===== src/rtl/pzcorebus_pkg.sv =====
`default_nettype none
// +----------------------------------------------------------------------------+
// | pzcorebus_pkg : command types and classification helpers for pzcorebus     |
// | Revision      : 1.0                                                        |
// +----------------------------------------------------------------------------+
package pzcorebus_pkg;

    typedef enum logic [3:0] {
        PZCOREBUS_NULL               = 4'h0,
        PZCOREBUS_WRITE              = 4'h1,
        PZCOREBUS_WRITE_NON_POSTED   = 4'h2,
        PZCOREBUS_READ               = 4'h3,
        PZCOREBUS_ATOMIC             = 4'h4,
        PZCOREBUS_MESSAGE            = 4'h5,
        PZCOREBUS_MESSAGE_NON_POSTED = 4'h6,
        PZCOREBUS_BROADCAST          = 4'h7
    } pzcorebus_command_type;

    // Commands that produce a response and therefore occupy an outstanding slot.
    function automatic logic is_non_posted_command(input pzcorebus_command_type cmd);
        logic result;
        case (cmd)
            PZCOREBUS_READ,
            PZCOREBUS_WRITE_NON_POSTED,
            PZCOREBUS_ATOMIC,
            PZCOREBUS_MESSAGE_NON_POSTED,
            PZCOREBUS_BROADCAST:          result = 1'b1;
            default:                      result = 1'b0;
        endcase
        return result;
    endfunction

endpackage
`default_nettype wire


===== src/rtl/pzcorebus_1_to_m_switch_order_controller.sv =====
`default_nettype none
// +----------------------------------------------------------------------------+
// | pzcorebus_1_to_m_switch_order_controller : keeps 1-to-M switch responses    |
// | in order by locking one target while non-posted commands are in flight.     |
// | Revision : 1.0                                                              |
// +----------------------------------------------------------------------------+
module pzcorebus_1_to_m_switch_order_controller
    import pzcorebus_pkg::*;
#(
    parameter int MASTERS         = 2,
    parameter int MAX_OUTSTANDING = 8,
    parameter int COUNT_WIDTH     = $clog2(MAX_OUTSTANDING + 1)
)(
    input  logic                   i_clk,
    input  logic                   i_rst_n,
    input  logic                   i_mcmd_valid,
    input  pzcorebus_command_type  i_mcmd,
    input  logic [MASTERS-1:0]     i_select,
    input  logic                   i_scmd_accept,
    input  logic                   i_response_ack,
    input  logic                   i_response_last,
    output logic                   o_command_enable,
    output logic [MASTERS-1:0]     o_locked_select,
    output logic [COUNT_WIDTH-1:0] o_outstanding,
    output logic                   o_busy,
    output logic                   o_error
);

    typedef enum logic [1:0] {
        IDLE   = 2'd0,
        ACTIVE = 2'd1,
        DRAIN  = 2'd2
    } pzcorebus_order_state;

    localparam logic [COUNT_WIDTH-1:0] MAX_COUNT = COUNT_WIDTH'(MAX_OUTSTANDING);

    pzcorebus_order_state   state;
    pzcorebus_order_state   state_next;
    logic [COUNT_WIDTH-1:0] count;
    logic [COUNT_WIDTH-1:0] count_next;
    logic [MASTERS-1:0]     locked_select;
    logic [MASTERS-1:0]     locked_next;
    logic [MASTERS-1:0]     target;
    logic                   non_posted;
    logic                   same_target;
    logic                   command_enable;
    logic                   cmd_ack;
    logic                   resp_done;
    logic                   increment;
    logic                   decrement;
    logic                   error;

    // A broadcast reaches every master, so it is tracked as an all-ones target.
    assign non_posted  = is_non_posted_command(i_mcmd);
    assign target      = (i_mcmd == PZCOREBUS_BROADCAST) ? '1 : i_select;
    assign same_target = (target == locked_select);

    always_comb begin
        command_enable = 1'b0;
        case (state)
            IDLE:    command_enable = 1'b1;
            ACTIVE:  command_enable = !non_posted || (same_target && (count != MAX_COUNT));
            DRAIN:   command_enable = !non_posted;
            default: command_enable = 1'b0;
        endcase
    end

    assign cmd_ack   = i_mcmd_valid && command_enable && i_scmd_accept;
    assign resp_done = i_response_ack && i_response_last;
    assign increment = cmd_ack && non_posted;
    assign decrement = resp_done && (count != '0);

    always_comb begin
        count_next = count;
        case ({increment, decrement})
            2'b10:   count_next = count + COUNT_WIDTH'(1);
            2'b01:   count_next = count - COUNT_WIDTH'(1);
            default: count_next = count;
        endcase
    end

    always_comb begin
        state_next  = state;
        locked_next = locked_select;
        case (state)
            IDLE: begin
                if (increment) begin
                    state_next  = ACTIVE;
                    locked_next = target;
                end
            end
            ACTIVE: begin
                if (count_next == '0) begin
                    state_next  = IDLE;
                    locked_next = '0;
                end else if (i_mcmd_valid && non_posted && !same_target) begin
                    state_next  = DRAIN;
                end
            end
            DRAIN: begin
                if (count_next == '0) begin
                    state_next  = IDLE;
                    locked_next = '0;
                end
            end
            default: begin
                state_next  = IDLE;
                locked_next = '0;
            end
        endcase
    end

    // A completed response with nothing outstanding is a protocol violation.
    assign error = resp_done && (count == '0);

    always_ff @(posedge i_clk or negedge i_rst_n) begin
        if (!i_rst_n) begin
            state         <= IDLE;
            count         <= '0;
            locked_select <= '0;
            o_error       <= 1'b0;
        end else begin
            state         <= state_next;
            count         <= count_next;
            locked_select <= locked_next;
            o_error       <= error;
        end
    end

    assign o_command_enable = command_enable;
    assign o_locked_select  = locked_select;
    assign o_outstanding    = count;
    assign o_busy           = (count != '0);

endmodule
`default_nettype wire

===== config.mk =====
export PLATFORM = sky130hd
export DESIGN_NAME = pzcorebus_1_to_m_switch_order_controller
export DESIGN_NICKNAME = d
export VERILOG_FILES = /design/src/rtl/pzcorebus_pkg.sv /design/src/rtl/pzcorebus_1_to_m_switch_order_controller.sv
export SDC_FILE = /design/constraint.sdc
export NUM_CORES = 1
export LEC_CHECK = 0
export ABC_CLOCK_PERIOD_IN_PS = 6150
export CORE_MARGIN = 8
export CORE_UTILIZATION = 44
export CTS_CLUSTER_SIZE = 24
export DETAILED_ROUTE_END_ITERATION = 8
export PLACE_DENSITY = 0.76
export SETUP_SLACK_MARGIN = 0.1
export SLEW_MARGIN = 20
export SYNTH_ARGS = -nofsm -noshare
export SYNTH_HDL_FRONTEND = slang
export SYNTH_SLANG_ARGS = --single-unit
export TNS_END_PERCENT = 30

===== constraint.sdc =====
create_clock -name i_clk -period 6.15 [get_ports i_clk]
set_clock_uncertainty 0.1 [all_clocks]
set_input_delay 0.9225 -clock i_clk [delete_from_list [all_inputs] [get_ports i_clk]]
set_output_delay 0.9225 -clock i_clk [all_outputs]
set_load 0.05 [all_outputs]

# Word-level counts from Yosys, hierarchy flattened
# Cells that the tools add are included.
op_classes:
  n_reduce_logical: 20
  add_sub_neg: 2
  muxes: 11
  n_eq_ne: 15
ops:
  columns: ["operator", "count"]
  rows:
  - ["$eq A4 B3 Y1 const B", 3]
  - ["$mux W2", 6]
  - ["$logic_and A1 B1 Y1", 9]
  - ["$eq A4 B2 Y1 const B", 2]
  - ["$logic_not A4 Y1", 2]
  - ["$pmux W4 S2", 1]
  - ["$pmux W2 S3", 1]
  - ["$reduce_or A5 Y1", 1]
  - ["$add A4 B1 Y4 const B", 1]
  - ["$eq A2 B1 Y1 const B", 2]
  - ["$eq A2 B2 Y1 const B", 2]
  - ["$ne A2 B2 Y1 const B", 2]
  - ["$ne A4 B4 Y1 const B", 1]
  - ["$pmux W2 S2", 1]
  - ["$reduce_bool A4 Y1", 1]
  - ["$sub A4 B1 Y4 const B", 1]
  - ["$ne A3 B3 Y1 const B", 1]
  - ["$pmux W1 S3", 1]
  - ["$reduce_and A3 Y1", 1]
  - ["$eq A2 B2 Y1", 1]
  - ["$logic_not A1 Y1", 2]
  - ["$logic_not A2 Y1", 1]
  - ["$ne A2 B1 Y1 const B", 1]
  - ["$reduce_and A2 Y1", 1]
  - ["other kinds (3)", 3]
totals:
  wordCells: 52
  output_inout_bits: 9
  in_bits: 12
  ff_bits: 9

# Depth between registers and ports, before layout
depth:
  word_depth: 14
  depth_mapped: 14
  depth_no_buf: 14

# Worst setup path before layout
# No wires, ideal clock.
synth_path:
  path_kind: "input to register"
  start: "in i_mcmd[0]"
  end: "reg locked_select[1] (netlist: o_locked_select[1])"
  required_ns: 5.927
  slack_ns: 2.005
  path_buffers: 0
  setup_ns: 0.123
  cell_stages: 14
  arrival_time_ns: 3.923
  cell_sequence: "and4b_1 > or4_1 > nor3b_1 > a21oi_1 > a21o_1 > nand2_1 > ha_1 > ha_1 > or4b_1 > o311ai_1 > o211ai_2 > or2_4 > a21o_2 > o2bb2ai_1"
synth_between:
  elab_chain_len: 14
  elab_cells_between_ends: 25
  cone_classes: "eq/ne: 10; mux: 6; reduce/logical: 9"
synth_lines:
  columns: ["item", "line", "rtl"]
  rows:
  - ["start: declaration", "pzcorebus_1_to_m_switch_order_controller.sv:17", "input pzcorebus_command_type i_mcmd,"]
  - ["$eq A4 B3 Y1 (tied with other cells)", "pzcorebus_pkg.sv:22, pzcorebus_1_to_m_switch_order_controller.sv:55", null]
  - ["$reduce_or A5 Y1 / $mux W2 (equally long branches)", "pzcorebus_pkg.sv:22, pzcorebus_1_to_m_switch_order_controller.sv:55", null]
  - ["$mux W1 / $eq A2 B2 Y1 (equally long branches)", "pzcorebus_pkg.sv:22, pzcorebus_1_to_m_switch_order_controller.sv:56", null]
  - ["$logic_not A1 Y1 / $logic_and A1 B1 Y1 (equally long branches)", "pzcorebus_1_to_m_switch_order_controller.sv:62, pzcorebus_1_to_m_switch_order_controller.sv:63", null]
  - ["$logic_or A1 B1 Y1", "pzcorebus_1_to_m_switch_order_controller.sv:62", "ACTIVE: command_enable = !non_posted || (same_target && (count != MAX_COUNT));"]
  - ["$pmux W1 S3", "pzcorebus_1_to_m_switch_order_controller.sv:60", "case (state)"]
  - ["$logic_and A1 B1 Y1 (2 in series)", "pzcorebus_1_to_m_switch_order_controller.sv:68", "assign cmd_ack = i_mcmd_valid && command_enable && i_scmd_accept;"]
  - ["$logic_and A1 B1 Y1 *", "pzcorebus_1_to_m_switch_order_controller.sv:70", "assign increment = cmd_ack && non_posted;"]
  - ["$eq A2 B1 Y1 / $eq A2 B2 Y1 (equally long branches)", "pzcorebus_1_to_m_switch_order_controller.sv:75", "case ({increment, decrement})"]
  - ["$pmux W4 S2 *", "pzcorebus_1_to_m_switch_order_controller.sv:75", null]
  - ["named net count_next[3]", "pzcorebus_1_to_m_switch_order_controller.sv:40", "logic [COUNT_WIDTH-1:0] count_next;"]
  - ["$logic_not A4 Y1 *", "pzcorebus_1_to_m_switch_order_controller.sv:93, pzcorebus_1_to_m_switch_order_controller.sv:101", null]
  - ["$ne A2 B1 Y1 (no line) *", null, null]
  - ["$reduce_and A2 Y1 (no line) *", null, null]
  - ["end signal: assignment", "pzcorebus_1_to_m_switch_order_controller.sv:125", "locked_select <= locked_next;"]
  - ["end: declaration", "pzcorebus_1_to_m_switch_order_controller.sv:41", "logic [MASTERS-1:0] locked_select;"]
# Mark *: on every way through the listed nets, which the timed path passes. The rest lies on a longest branch. The select of a mux whose other input is x is not followed.
# A chain may end at the register's enable or synchronous reset.

# Worst setup path in the final report
layout_path:
  start: "in i_mcmd[3]"
  end: "reg locked_select[0] (netlist: o_locked_select[0])"
# Same word-level chain as after synthesis.

==> metrics.md <==
| Metric | Value |
|---|---|
| Clk root buf | `clkbuf_4` |
| Most common cell after layout, fill and taps aside | `clkdlybuf4s50_1` |
| Die Span Y | `58.2 um` |
| Layout cells sized above 1 | `0.101` |
| GRT Total Usage | `0.105` |
| CTS tree | `yes` |
| CTS Hold Bufs | `0` |
| Reg2reg path depth | `14` |
| Post-place setup slack | `1.24 ns` |
| Area of the core | `0.00171 mm2` |
| Ys Warns | `0` |
| Clock sinks | `9` |
| Max-slew headroom at the worst pin | `0.666` |
| Vias in the first global route | `679` |
| Critical R2R Capture | `o_locked_select[0]` |
| Hold EP | `state[0]` |
| Synth-to-Final Area Change | `32.3%` |
| First-pass GRT wire length | `2930 um` |
| Final period utilization | `0.757` |
| Routed wire length | `1770 um` |
| Crit path largest cell delay | `0.49 ns` |
| Iteration-0 DRC Markers | `4` |
| PwrDens | `488 mW/mm2` |
| Fill count | `132` |
| Setup slack, reg-to-reg | `2.29 ns` |
| Post-Syn Nets | `106` |
| Row cnt | `15` |
| Worst EP arrival | `4.69 ns` |
| Initial Util | `0.458` |
| Slowest-stage cell, CP | `or4b_1` |
| Crit path kind | `input pin to register` |
| Vias | `721` |
| Die area | `0.00338 mm2` |
| HP Start | `state[0]` |
| Setup Viol. Count Final | `0` |
| Cell family with most CP delay | `simple AND/OR/NAND/NOR gates` |
| Crit end category | `register` |
| H-tree depth | `1` |
| Clock-pin transition on the worst setup and hold timing paths | `0.07 ns` |
| FF/Latch Area | `225 um2` |
| Unrepaired setup endpoints after global routing | `no` |
| HPWL after DPL | `1480 um` |
| Via density | `5.38` |
| Hold Path Class | `register to register` |
| Final TNS setup | `0 ns` |
| FMAX | `215 MHz` |
| Buffers on Ports | `20` |
| Syn_area_per_cell | `9.09 um2` |
| CP Cell Sequence | `clkdlybuf4s50_1, and4b_1, or4_1, nor3b_1, a21oi_1, a21o_1, nand2_1, ha_1, ha_1, or4b_1, o311ai_1, o211ai_2, or2_4, a21o_2, o2bb2ai_1` |
| Yosys reg bits | `9` |
| Register area share after synthesis | `0.288` |
| # resized after CTS | `0` |
| Worst hold stages | `2` |
| Min setup slack post-route | `1.50 ns` |
| Post-route cell area | `0.00103 mm2` |
| Largest net degree at the start of global routing | `13` |
| Syn Inst Count | `86` |
| R2r startpoint | `o_locked_select[0]` |
| Fin. max-slew vios | `0` |
| Min cycle time layout | `4.65 ns` |
| GRT overflow | `0` |
| Placement Cell Area | `0.00101 mm2` |
| CP required | `6.19 ns` |
| Initial antenna violation count | `0` |
| Iteration count of the initial detailed-routing pass | `4` |
| Gpl congestion | `0.896` |
| Commonest cells after routing, fill and taps aside | `clkdlybuf4s50_1, dfrtp_1, a21oi_1, nor2_1, ha_1` |
| Antenna violation net count after detailed routing | `0` |
| Mapped cell area | `782 um2` |
| Actual slew at the worst max-slew pin | `0.500 ns` |
| DP Cell Count | `130` |
| Synth cell types | `36` |
| Die W | `58.2 um` |
| WP buf/inv | `1` |
| # diodes | `0` |
| Peak supply drop | `274 uV` |
| Fin. Hold Viols | `0` |
| Fin nets | `130` |
| Final Non-Filler Cells | `134` |
| Critical path launch point type | `input pin` |
| Worst-path maximum fanout | `9` |
| Ports | `21` |
| Clock latency on the worst-skew pair | `0.26 ns` |
| Total CTS buffers | `3` |
| Multi-input gate area | `533 um2` |
| Run status | `complete, no violations` |
| CTS Buffer Depth | `2` |
| Critical Path Most Common Cell | `ha_1` |
| Max_cap viols | `0` |
| Postcts setup bufs | `0` |
| Pleak | `0.000436 uW` |
| DRC errors left | `0` |
| DR WL/cell | `13.2 um` |
[routing by layer]
metal,share of wire,track usage
met4,0.0040,0.0350
met5,0,0
met3,0.056,0.0287
met1,0.47,0.126
met2,0.47,0.177
[kinds of logic after synthesis]
kind of cell             Yosys count  share of synthesized area
XOR/XNOR                           3                     0.0336
multiplexers                       2                     0.0288
AO/OA/AOI/OAI                     23                      0.211
adder cells (fa/ha/maj)            8                      0.138
AND/OR/NAND/NOR                   35                      0.270
buffers and inverters              6                     0.0304
flip-flops                         9                      0.288
[worst max path at each step]
stage / startpoint / to / slack [ns] / depth (start not counted)
after detailed placement: i_mcmd[3] / o_locked_select[0] / 1.24 / 15
after floorplan: i_mcmd[0] / o_locked_select[1] / 2.00 / 14
after global placement: i_mcmd[3] / o_locked_select[1] / 1.37 / 15
final: i_mcmd[3] / o_locked_select[0] / 1.50 / 15
after CTS: i_mcmd[3] / o_locked_select[0] / 1.52 / 15
after global routing: i_mcmd[3] / o_locked_select[0] / 1.31 / 15
[report_power, final]
part / switching, uW / internal, uW / leakage [uW]
combinational: 201 / 139 / 0.000304
sequential: 37.2 / 83.1 / 0.000116
clock: 20.7 / 25.0 / 0.0000150
[area by class of cell]
cell class	count	share of cell area
clock buffer	4	0.0254
sequential	9	0.218
inverter	5	0.0181
multi-input combinational	71	0.515
tap	25	0.0302
timing repair buffer	20	0.193
[per-stage QoR]
| step | hold slack (ns) | power (uW) | utilization |
|---|---|---|---|
| after global routing | 0.525 | 543 | 0.606 |
| after detailed placement | 0.483 | 462 | 0.590 |
| after floorplan | 0.445 | 360 | - |
| after global placement | 0.467 | 454 | 0.590 |
| final | 0.501 | 505 | 0.606 |
| after CTS | 0.497 | 509 | 0.606 |
[cells in the mapped netlist (all sizes together)]
library cell / number / area share
dfrtp: 9 / 0.29
a21oi: 8 / 0.051
ha: 7 / 0.11
nor2: 7 / 0.034
inv: 5 / 0.024
nand2: 5 / 0.024
a21o: 4 / 0.040
nor3b: 4 / 0.038
o2bb2ai: 3 / 0.034
or2: 3 / 0.027
mux2: 2 / 0.029
nand2b: 2 / 0.016
nand3: 2 / 0.013
nor2b: 2 / 0.016
o21ai: 2 / 0.013
or4b: 2 / 0.026
xnor2: 2 / 0.022
a2111o: 1 / 0.014
a31o: 1 / 0.011
and4: 1 / 0.011
and4b: 1 / 0.013
buf: 1 / 0.0064
fa: 1 / 0.026
nand3b: 1 / 0.0096
nand4: 1 / 0.0080
nor3: 1 / 0.0064
nor4: 1 / 0.0080
nor4b: 1 / 0.011
o211ai: 1 / 0.016
o21bai: 1 / 0.0096
o221ai: 1 / 0.011
o311ai: 1 / 0.011
or4: 1 / 0.0096
xor2: 1 / 0.011
[worst register-to-register path, stage by stage, from the launching register on]
cell,delay (ns)
dfrtp_1,0.44
nand2_1,0.07
or4_1,0.48
nor3b_1,0.17
a21oi_1,0.20
a21o_1,0.15
nand2_1,0.05
ha_1,0.30
ha_1,0.38
or4b_1,0.49
o311ai_1,0.14
o211ai_2,0.14
or2_4,0.28
a21o_2,0.23
o2bb2ai_1,0.12
[sequential cells by signal (all words and copies together), names as in the netlist]
name / flops
o_locked_select: 2
o_outstanding: 4
state: 2
o_error: 1
Note: power is estimated with default switching activity, not from simulation.
==> patch, RTL diff (same settings) <==
Re-encode `pzcorebus_order_state` (3 states) as one-hot, 3 bits wide.
--- a/src/rtl/pzcorebus_1_to_m_switch_order_controller.sv
+++ b/src/rtl/pzcorebus_1_to_m_switch_order_controller.sv
@@ -28,6 +28,6 @@
 
-    typedef enum logic [1:0] {
-        IDLE   = 2'd0,
-        ACTIVE = 2'd1,
-        DRAIN  = 2'd2
+    typedef enum logic [2:0] {
+        IDLE   = 3'b001,
+        ACTIVE = 3'b010,
+        DRAIN  = 3'b100
     } pzcorebus_order_state;
Function: same outputs for any inputs over 10 cycles, from zero or initial values and one cycle with i_rst_n low; not proved beyond that.
==> patch against the unedited design <==
Count of clock-buffer cells in the layout unchanged; critical path type is now in -> out; power decreased by 22%; critical path depth down 8; area after synthesis shrank 5.8%; final area shrank 5.1%; largest power group unchanged; wire length down 5.8%; first-iteration DRC count grew to 2.8 times the old value; worst setup slack gained 0.34 ns; worst hold slack worse by 0.14 ns; sequential cell count grew 1; synthesized cell count shrank 13%.
==> patch: results (changes against the unedited design) <==
Synth Area in Adders: 0.0781 (-0.0595)
FF-to-FF Start: state[1]
Min-Delay Path Depth: 1 (-1)
Dpl ws: 1.64 ns (+0.401 ns)
Post-layout net count: 115 (-12%)
Outcome: finished clean
Top post-synthesis cells by area: dfrtp_1, ha_1, xnor2_1, a21oi_1, dfstp_2
Endpoint, Worst Hold: state[1]
Tot GR Track Use: 0.105 (-0.000709)
List of most frequent post-synthesis cells: dfrtp_1, a21oi_1, nor2_1
Synth Area in Compound Gates: 0.175 (-0.0363)
Reg-to-Reg End: o_locked_select[1]
Vias in the first global route: 640 (-5.7%)
Synth Area in XOR/XNOR: 0.105 (+0.0717)
Reg2reg path depth: 13 (-1)
Vias/cell: 5.72 (+6.3%)
Mapped Avg Cell Area: 9.83 sq um (+8.1%)
Sequential Power Share: 0.288 (+0.050)
Sequential power: 114 uW (-5%)
Filler cells: 130 (-1.5%)
CP Max Fanout: 4 (-5)
WL met2: 816 um (-1.4%)
Fraction of layout cells with a size suffix above 1: 0.143 (+0.0419)
Routed vias: 652 (-9.6%)
Net Sw Frac: 0.472 (-0.0400)
Global routing usage on met2: 0.169 (-0.00776)
Met1 Wirelength: 696 um (-17%)
Dpl hpwl: 1330 um (-10%)
Met3 wire length: 113 um (+13%)
Placed cell count: 110 (-15%)
Fmax: 0.232 GHz (+8.0%)
First-pass GRT wire length: 2790 um (-4.5%)
Final Wtd Congestion: 0.776 (-13%)
DR iter-0 viols: 11 (+7)
Syn_nets: 91 (-14%)
CP Data Arrival Time: 3.29 ns (-1.40 ns)
-- patch: critical path: stages --
cell             delay, ns
clkdlybuf4s50_1       0.51
and4b_2               0.27
nor2_1                0.21
xnor2_1               0.16
a31oi_1               0.09
o21ai_0               0.26
clkdlybuf4s50_1       0.86
-- patch: cells by family (layout without fill, tap and decap cells) --
kind of cell    Yosys count  in the layout
flops                    10             10
mux                       2              2
buf+inv                   5             28
fa+ha+maj                 4              4
xor+xnor                  8              8
compound gates           19             19
simple gates             27             27
-- patch: final cells by class --
class                           instances  area (sq um)  area share
Multi-Input combinational cell         60           459       0.468
Sequential cell                        10           251       0.256
Timing Repair Buffer                   20           200       0.204
Clock buffer                            4          36.3      0.0369
Tap cell                               16          20.0      0.0204
Inverter                                4          15.0      0.0153
-- patch: stage by stage --
stage               hold WS (ns)  instance area (sq um)
floorplan                  0.330                    737
global placement           0.344                    946
detailed placement         0.348                    946
CTS                        0.360                    982
global route               0.379                    982
finish                     0.358                    982
